## src/rtl/data_mem_arb_pkg.sv

```systemverilog
// ============================================================================
//  Module   : data_mem_arb_pkg
//  Brief    : Shared types and constants for the data memory arbiter.
//  Revision : 1.0 - initial release
// ============================================================================
`default_nettype none

package data_mem_arb_pkg;

    typedef enum logic [1:0] {
        IDLE   = 2'd0,
        ACCESS = 2'd1,
        RESP   = 2'd2
    } arb_state_t;

    localparam logic [1:0] MEMSRC_BYTE = 2'b00;
    localparam logic [1:0] MEMSRC_HALF = 2'b01;
    localparam logic [1:0] MEMSRC_WORD = 2'b10;

    typedef struct packed {
        logic [31:0] addr;
        logic [31:0] wdata;
        logic        we;
        logic [2:0]  memsrc;
    } req_t;

    typedef logic req_id_t;

endpackage

`default_nettype wire

```

## src/rtl/data_mem_align_chk.sv

```systemverilog
// ============================================================================
//  Module   : data_mem_align_chk
//  Brief    : Flags misaligned half/word accesses and the reserved size code.
//  Revision : 1.0 - initial release
// ============================================================================
`default_nettype none

module data_mem_align_chk
    import data_mem_arb_pkg::*;
(
    input  logic [1:0] addr_lo,
    input  logic [1:0] memsrc,
    output logic       misaligned
);

    always_comb begin
        misaligned = 1'b0;
        case (memsrc)
            MEMSRC_BYTE: misaligned = 1'b0;
            MEMSRC_HALF: misaligned = addr_lo[0];
            MEMSRC_WORD: misaligned = |addr_lo;
            default:     misaligned = 1'b1;
        endcase
    end

endmodule

`default_nettype wire

```

## src/rtl/data_mem_arbiter.sv

```systemverilog
// ============================================================================
//  Module   : data_mem_arbiter
//  Brief    : Two-port fixed-priority arbiter with starvation guard in front of
//             a single-port data memory. Alignment checking is enabled by
//             defining DATA_MEM_ARB_ALIGN_CHECK_EN.
//  Revision : 1.0 - initial release
// ============================================================================
`default_nettype none

module data_mem_arbiter
    import data_mem_arb_pkg::*;
#(
    parameter int A_WIDTH      = 20,
    parameter int STARVE_LIMIT = 4
) (
    input  logic        clk,
    input  logic        rst,
    input  logic        req0_valid,
    output logic        req0_ready,
    input  logic [31:0] req0_addr,
    input  logic [31:0] req0_wdata,
    input  logic        req0_we,
    input  logic [2:0]  req0_memsrc,
    output logic        rsp0_valid,
    output logic [31:0] rsp0_rdata,
    output logic        rsp0_err,
    input  logic        req1_valid,
    output logic        req1_ready,
    input  logic [31:0] req1_addr,
    input  logic [31:0] req1_wdata,
    input  logic        req1_we,
    input  logic [2:0]  req1_memsrc,
    output logic        rsp1_valid,
    output logic [31:0] rsp1_rdata,
    output logic        rsp1_err,
    output logic [31:0] mem_A,
    output logic [31:0] mem_WD,
    output logic        mem_WE,
    output logic [2:0]  mem_MemSrc,
    input  logic [31:0] mem_RD
);

    localparam logic [3:0]  c_limit     = 4'(STARVE_LIMIT);
    localparam logic [31:0] c_addr_mask = 32'((64'd1 << A_WIDTH) - 64'd1);

    arb_state_t  r_state, w_next_state;
    req_t        r_req;
    req_id_t     r_id;
    logic [3:0]  r_starve_cnt;
    logic [1:0]  r_rsp_valid;
    logic [31:0] r_rsp0_rdata, r_rsp1_rdata;
    logic        r_rsp_err;

    logic        w_grant0, w_grant1, w_misaligned, w_active;
    req_t        w_req0, w_req1;

    assign w_req0 = {req0_addr, req0_wdata, req0_we, req0_memsrc};
    assign w_req1 = {req1_addr, req1_wdata, req1_we, req1_memsrc};

    // The loader wins a contested cycle only once the core has starved it.
    assign w_grant0 = (r_state == IDLE) && req0_valid &&
                      (!req1_valid || (r_starve_cnt != c_limit));
    assign w_grant1 = (r_state == IDLE) && req1_valid &&
                      (!req0_valid || (r_starve_cnt == c_limit));

`ifdef DATA_MEM_ARB_ALIGN_CHECK_EN
    data_mem_align_chk u_align_chk (
        .addr_lo    (r_req.addr[1:0]),
        .memsrc     (r_req.memsrc[1:0]),
        .misaligned (w_misaligned)
    );
`else
    assign w_misaligned = 1'b0;
`endif

    // Reset has priority over an in-flight access, so it gates the memory drive.
    assign w_active   = (r_state == ACCESS) && !w_misaligned && !rst;
    assign mem_A      = w_active ? (r_req.addr & c_addr_mask) : '0;
    assign mem_WD     = w_active ? r_req.wdata  : '0;
    assign mem_WE     = w_active && r_req.we;
    assign mem_MemSrc = w_active ? r_req.memsrc : '0;

    assign req0_ready = w_grant0 && !rst;
    assign req1_ready = w_grant1 && !rst;

    assign rsp0_valid = r_rsp_valid[0] && !rst;
    assign rsp1_valid = r_rsp_valid[1] && !rst;
    assign rsp0_err   = r_rsp_valid[0] && r_rsp_err && !rst;
    assign rsp1_err   = r_rsp_valid[1] && r_rsp_err && !rst;
    assign rsp0_rdata = rst ? '0 : r_rsp0_rdata;
    assign rsp1_rdata = rst ? '0 : r_rsp1_rdata;

    always_comb begin
        w_next_state = r_state;
        case (r_state)
            IDLE:    if (w_grant0 || w_grant1) w_next_state = ACCESS;
            ACCESS:  w_next_state = RESP;
            RESP:    w_next_state = IDLE;
            default: w_next_state = IDLE;
        endcase
    end

    always_ff @(posedge clk) begin
        if (rst) begin
            r_state      <= IDLE;
            r_req        <= '0;
            r_id         <= 1'b0;
            r_starve_cnt <= '0;
            r_rsp_valid  <= '0;
            r_rsp0_rdata <= '0;
            r_rsp1_rdata <= '0;
            r_rsp_err    <= 1'b0;
        end else begin
            r_state      <= w_next_state;
            r_rsp_valid  <= '0;
            r_rsp0_rdata <= '0;
            r_rsp1_rdata <= '0;
            r_rsp_err    <= 1'b0;
            if (w_grant1) begin
                r_req        <= w_req1;
                r_id         <= 1'b1;
                r_starve_cnt <= '0;
            end else if (w_grant0) begin
                r_req <= w_req0;
                r_id  <= 1'b0;
                if (!req1_valid)
                    r_starve_cnt <= '0;
                else if (r_starve_cnt != c_limit)
                    r_starve_cnt <= r_starve_cnt + 4'd1;
            end
            if (r_state == ACCESS) begin
                r_rsp_valid[r_id] <= 1'b1;
                r_rsp_err         <= w_misaligned;
                if (!r_id)
                    r_rsp0_rdata <= (r_req.we || w_misaligned) ? '0 : mem_RD;
                else
                    r_rsp1_rdata <= (r_req.we || w_misaligned) ? '0 : mem_RD;
            end
        end
    end

endmodule

`default_nettype wire

```

## config.mk

```make
export PLATFORM = sky130hd
export DESIGN_NAME = data_mem_arbiter
export DESIGN_NICKNAME = d
export VERILOG_FILES = /design/src/rtl/data_mem_arb_pkg.sv /design/src/rtl/data_mem_align_chk.sv /design/src/rtl/data_mem_arbiter.sv
export SDC_FILE = /design/constraint.sdc
export NUM_CORES = 1
export LEC_CHECK = 0
export BUFFER_PORTS_ARGS = -buffer_cell sky130_fd_sc_hd__buf_2
export CAP_MARGIN = 20
export CORE_MARGIN = 8
export CORE_UTILIZATION = 48
export DETAILED_ROUTE_END_ITERATION = 8
export PLACE_DENSITY = 0.9
export SLEW_MARGIN = 15
export SYNTH_ARGS = -nofsm -noshare
export SYNTH_HDL_FRONTEND = slang
export SYNTH_SLANG_ARGS = --single-unit
```

## constraint.sdc

```tcl
create_clock -name clk -period 3.15 [get_ports clk]
set_clock_uncertainty 0.2 [all_clocks]
set_input_delay 0.315 -clock clk [delete_from_list [all_inputs] [get_ports clk]]
set_output_delay 0.315 -clock clk [all_outputs]
set_load 0.05 [all_outputs]
```

* Word-level counts from Yosys, hierarchy flattened *
Cells that the tools add are included.

storage, ports and cells
  bits in registers = 129
  latch bits = 0
  memory bits (writable) = 0
  bits in read-only memories = 0
  bits of input ports = 172
  output and inout port bits = 138
  logic and storage cells = 60
  memories = 0

operators by class
  $add $sub $neg = 1
  $mul = 0
  div/mod/pow operators = 0
  $lt $le $gt $ge = 2
  eq/ne operators = 5
  shifts and indexed selects = 0
  mux-type cells = 16
  bitwise gates (word level) = 2
  reductions and logical operators = 24

operators with widths
  cell                   number
  $mux W32               4
  $mux W56               2
  $mux W20               1
  $logic_and A1 B1 Y1    11
  $mux W4                2
  $reduce_or A3 Y1       2
  $add A4 B1 Y4 const B  1
  $eq A4 B3 Y1 const B   1
  $ne A2 B1 Y1 const B   2
  $ne A4 B3 Y1 const B   1
  $pmux W2 S2            1
  $reduce_or A2 Y1       2
  $logic_not A1 Y1       3
  $logic_or A1 B1 Y1     3
  $mux W1                3
  $mux W3                1
  $eq A2 B1 Y1 const B   1
  $logic_not A2 Y1       1
  $lt A1 B2 Y1 const B   1
  $mux W2                1
  $not A1 Y1             2
  $reduce_and A2 Y1      1
  $reduce_bool A2 Y1     1
  $demux W1 S1           1
  $ge A1 B1 Y1 const B   1

* Longest topological paths before layout *
  word-level depth = 6
  gate-level depth with buffers = 7

* Worst setup path before layout *
Ideal clock, no wire load.

  kind = register -> output
  start = register r_starve_cnt[0]
  end = output port req0_ready
  data arrival time = 2.187 ns
  path slack = 0.448 ns
  stages on the path, launching flop included = 7
  cell sequence = dfxtp_1 -> inv_1 -> ha_1 -> and4b_1 -> clkbuf_1 -> buf_2 -> nor3_1

between the ends
  word-level cells in the longest chain between the ends = 4

RTL lines
  what                      RTL line                 source
  start: declaration        data_mem_arbiter.sv:49   logic [3:0] r_starve_cnt;
  start signal: assignment  data_mem_arbiter.sv:129  r_starve_cnt <= r_starve_cnt + 4'd1;
  $ne A4 B3 Y1              data_mem_arbiter.sv:62   (!req1_valid || (r_starve_cnt != c_limit));
  $logic_or A1 B1 Y1        data_mem_arbiter.sv:62
  $logic_and A1 B1 Y1       data_mem_arbiter.sv:61   assign w_grant0 = (r_state == IDLE) && req0_valid &&
  $logic_and A1 B1 Y1       data_mem_arbiter.sv:83   assign req0_ready = w_grant0 && !rst;
  end: declaration          data_mem_arbiter.sv:19   output logic req0_ready,

Every way passes these cells.

* Worst setup path in the final report *
Ends and elaborated chain as after synthesis.

==> metrics.txt <==
# TYPE chip_impl_metric gauge
chip_impl_metric{name="coreArea",unit="mm2"} 0.0115
chip_impl_metric{name="synth-simple-area-share",unit="%"} 28.6
chip_impl_metric{name="netlist_instances",unit=""} 689
chip_impl_info{name="root_buffer",value="sky130_fd_sc_hd__clkbuf_16"} 1
chip_impl_metric{name="worst_slew_margin_rel",unit="%"} 40.0
chip_impl_metric{name="post_synthesis_mean_instance_area",unit="um2"} 8.22
chip_impl_metric{name="place.detailed.hpwl",unit="um"} 12700
chip_impl_metric{name="finish.utilization",unit="%"} 74.3
chip_impl_metric{name="finalSetupViolations",unit=""} 0
chip_impl_info{name="critical_path.top_delay_family",value="simple AND/OR/NAND/NOR gates"} 1
chip_impl_info{name="path_class",value="reg -> out"} 1
chip_impl_metric{name="global_route.usage.total",unit="%"} 27.9
chip_impl_metric{name="power.switching_fraction",unit="%"} 28.0
chip_impl_metric{name="cts_max_level",unit=""} 4
chip_impl_metric{name="synthesis.yosys.warnings",unit=""} 0
chip_impl_metric{name="placedCellCount",unit=""} 1053
chip_impl_metric{name="clock_insertion_delay_worst_skew",unit="ns"} 0.41
chip_impl_metric{name="power_leakage",unit="uW"} 0.00418
chip_impl_metric{name="initial_utilization",unit="%"} 49.4
chip_impl_metric{name="synthesized_flop_and_latch_total",unit=""} 129
chip_impl_metric{name="routed_wirelength",unit="um"} 22600
chip_impl_metric{name="stdcell_count",unit=""} 1172
chip_impl_metric{name="grt_antenna_before_repair",unit=""} 0
chip_impl_metric{name="num_rows",unit=""} 39
chip_impl_info{name="rsz_0062_raised_after_global_routing",value="false"} 1
chip_impl_metric{name="fmaxAchievable",unit="MHz"} 375
chip_impl_info{name="critical_path.cell_chain",value="inv_1 > ha_1 > and4b_2 > nor3_1 > buf_2"} 1
chip_impl_info{name="critical_path.slowest_cell",value="sky130_fd_sc_hd__and4b_2"} 1
chip_impl_metric{name="synth-compound-area-share",unit="%"} 15.0
chip_impl_metric{name="tightestPinTransition",unit="ns"} 0.901
chip_impl_metric{name="share_clk_of_total_power",unit="%"} 43.3
chip_impl_metric{name="cp_slowest_stage_delay",unit="ns"} 0.51
chip_impl_metric{name="min_period_over_period",unit="%"} 84.6
chip_impl_metric{name="post_synth_num_cell_types",unit=""} 29
chip_impl_metric{name="worst-path-buf-inv",unit=""} 2
chip_impl_metric{name="finalCriticalPeriod",unit="ns"} 2.67
chip_impl_metric{name="data_arrival_time_of_the_worst_path",unit="ns"} 2.15
chip_impl_metric{name="pwr-share-seq",unit="%"} 39.6
chip_impl_metric{name="p_int",unit="uW"} 3250
chip_impl_metric{name="drt-initial-drc-count",unit=""} 495
chip_impl_metric{name="drt_first_pass_iters",unit=""} 5
chip_impl_metric{name="syn-cell-area",unit="mm2"} 0.00566
chip_impl_metric{name="timing.hold.ws",unit="ns"} 0.0268
chip_impl_metric{name="via_per_inst",unit=""} 5.52
chip_impl_metric{name="p_comb_share",unit="%"} 17.1
chip_impl_info{name="synth_top_family_by_area",value="simple AND/OR/NAND/NOR gates"} 1
chip_impl_metric{name="peakVddDrop",unit="V"} 0.000519
chip_impl_metric{name="wl_per_cell",unit="um"} 19.3
chip_impl_metric{name="post_cts_resized",unit=""} 0
chip_impl_info{name="tritoncts",value="built"} 1
chip_impl_metric{name="clock_sink_count",unit=""} 129
chip_impl_info{name="worstHoldPathType",value="in -> reg"} 1
chip_impl_metric{name="proportion_of_synthesized_area_in_mux_cells",unit="%"} 0
chip_impl_metric{name="cp_data_required_time",unit="ns"} 2.63
chip_impl_metric{name="grt-ovfl-total",unit=""} 0
chip_impl_metric{name="postRouteAntennaNets",unit=""} 0
chip_impl_metric{name="final_layout_size_suffix_gt1_share",unit="%"} 31.3
chip_impl_metric{name="i_o_pins",unit=""} 310
chip_impl_metric{name="setup_tns",unit="ns"} 0
chip_impl_metric{name="dieArea",unit="mm2"} 0.0155
chip_impl_metric{name="crit_fanout",unit=""} 37
chip_impl_metric{name="final-hold-violation-count",unit=""} 0
chip_impl_metric{name="first_global_vias",unit=""} 6686
chip_impl_metric{name="finish.net_count",unit=""} 1189
chip_impl_metric{name="routed-via-count",unit=""} 6468
chip_impl_metric{name="cts_inserted_buffers",unit=""} 17
chip_impl_metric{name="place_congestion",unit=""} 0.835
chip_impl_metric{name="drv.max_cap_violation_count",unit=""} 0
chip_impl_metric{name="area_delta_synth_final",unit="%"} 50.5
chip_impl_info{name="worst_setup_path_end_kind",value="primary output"} 1
chip_impl_metric{name="synth-seq-area-share",unit="%"} 45.6
chip_impl_metric{name="net-switching-power",unit="uW"} 1260
chip_impl_metric{name="grt_first_pass_wirelength",unit="um"} 35100
chip_impl_metric{name="die_h",unit="um"} 125
chip_impl_metric{name="total_drc_errors_in_the_routed_layout",unit=""} 0
chip_impl_metric{name="clkTransAtPathRegs",unit="ns"} 0.06
chip_impl_metric{name="ctsLongestPathBuffers",unit=""} 2
chip_impl_metric{name="die_w",unit="um"} 125
chip_impl_info{name="startpoint_type",value="flip-flop"} 1
chip_impl_metric{name="synth-xor-area-share",unit="%"} 0
chip_impl_metric{name="synth_adder_area_share",unit="%"} 0.442
chip_impl_info{name="run_status",value="complete, no violations"} 1
chip_impl_metric{name="power.density_cell_area",unit="mW/mm2"} 529
chip_impl_metric{name="slew_violations",unit=""} 0
chip_impl_metric{name="io_buffers",unit=""} 271
chip_impl_metric{name="grt_max_degree",unit=""} 79
## flip-flops by register name (all words and copies together), names as in the netlist
| register | flops |
|---|---|
| r_req | 56 |
| r_rsp0_rdata | 32 |
| r_rsp1_rdata | 32 |
| r_starve_cnt | 4 |
| r_rsp_valid | 2 |
| r_state | 2 |
| r_id | 1 |
## final cells by class
class | instances | area [um2]
antenna | 1 | 2.50
clock buffer | 21 | 460
clock inverter | 11 | 131
fill | 720 | 2940
inverter | 61 | 229
multi-input combinational | 436 | 2570
sequential | 129 | 2580
tap | 143 | 179
timing repair buffer | 370 | 2370
## cells in the final DEF (no fill, tap or decap), drive strengths merged, types with 3 or more instances in the layout
| master | instances |
|---|---|
| a2111oi | 57 |
| a211oi | 3 |
| a21oi | 59 |
| and2 | 57 |
| buf | 284 |
| clkbuf | 21 |
| clkinvlp | 6 |
| conb | 14 |
| dfxtp | 129 |
| dlygate4sd3 | 86 |
| inv | 62 |
| nand2b | 33 |
| nand3 | 4 |
| nor2 | 67 |
| nor2b | 66 |
| nor3 | 58 |
| o21ai | 3 |
## path summary, 6_finish.rpt
check / startpoint / endpoint / slack (ns) / depth (start not counted)
worst max-delay path: r_starve_cnt[0]$_SDFFE_PP0P_ / req0_ready / 0.48 / 5
worst min-delay path: mem_RD[30] / r_rsp1_rdata[30]$_SDFF_PP0_ / 0.03 / 3
worst max register to register: r_starve_cnt[0]$_SDFFE_PP0P_ / r_req[50]$_SDFFE_PP0P_ / 0.61 / 6
worst min register to register: r_id$_SDFFE_PP0P_ / r_id$_SDFFE_PP0P_ / 0.30 / 2
## synthesized netlist by cell type, drive strengths merged
master | number | area (um2)
dfxtp | 129 | 2580
nor2 | 67 | 251
nor2b | 66 | 413
inv | 61 | 229
a21oi | 59 | 295
nor3 | 58 | 290
a2111oi | 57 | 499
and2 | 57 | 357
clkbuf | 46 | 173
nand2b | 33 | 206
buf | 30 | 181
nand3 | 4 | 20.0
a211oi | 3 | 22.5
o21ai | 3 | 15.0
ha | 2 | 25.0
nor4b | 2 | 17.5
or2 | 2 | 12.5
or3b | 2 | 17.5
a21o | 1 | 7.51
and4b | 1 | 10.0
conb | 1 | 3.75
nand2 | 1 | 3.75
nand3b | 1 | 7.51
nor3b | 1 | 7.51
o31ai | 1 | 7.51
or4 | 1 | 7.51
## metrics by stage
stage | total power (uW) | setup slack [ns] | cell area (um2)
floorplan | 2250 | 0.448 | 5710
global placement | 2440 | 0.815 | 7070
detailed placement | 2460 | 0.727 | 7070
CTS | 4470 | 0.486 | 8520
global route | 4660 | 0.342 | 8520
finish | 4510 | 0.484 | 8520
## routing by layer
layer / vias up / global-route usage, % / part of all wire [%]
li1: 2925 / - / -
met3: 93 / 10.8 / 9.8
met2: 421 / 48.7 / 50
met1: 3029 / 27.6 / 35
met4: 0 / 16.3 / 5.1
met5: - / 0 / 0
## power groups by stage
stage	Sequential [uW]	Combinational, uW	Clock, uW
after floorplan	1800	452	0
after global placement	1810	635	0
after detailed placement	1810	647	0
after CTS	1780	736	1950
after global routing	1800	819	2040
final	1790	769	1950
## worst reg2reg max path, stage by stage, from the launching register on
cell and delay [ns]:
sky130_fd_sc_hd__dfxtp_1 0.34, sky130_fd_sc_hd__inv_1 0.07, sky130_fd_sc_hd__ha_1 0.16, sky130_fd_sc_hd__and4b_2 0.78, sky130_fd_sc_hd__buf_12 0.26, sky130_fd_sc_hd__nor3_1 0.07
sky130_fd_sc_hd__a2111oi_0 0.50
## what timing repair did
item	in CTS	in global routing
buffers inserted	0	0
hold buffers	86	0
endpoints found under the hold margin	117	0
## cell families (layout without fill, tap and decap cells)
group                      Yosys count  in the layout
AOI/OAI and AO/OA                  124            124
and+or+nand+nor                    296            296
DFF                                129            129
adders and majority gates            2              2
other                                1             15
buffers and inverters              137            463
Note: power is estimated with default switching activity, not from simulation.
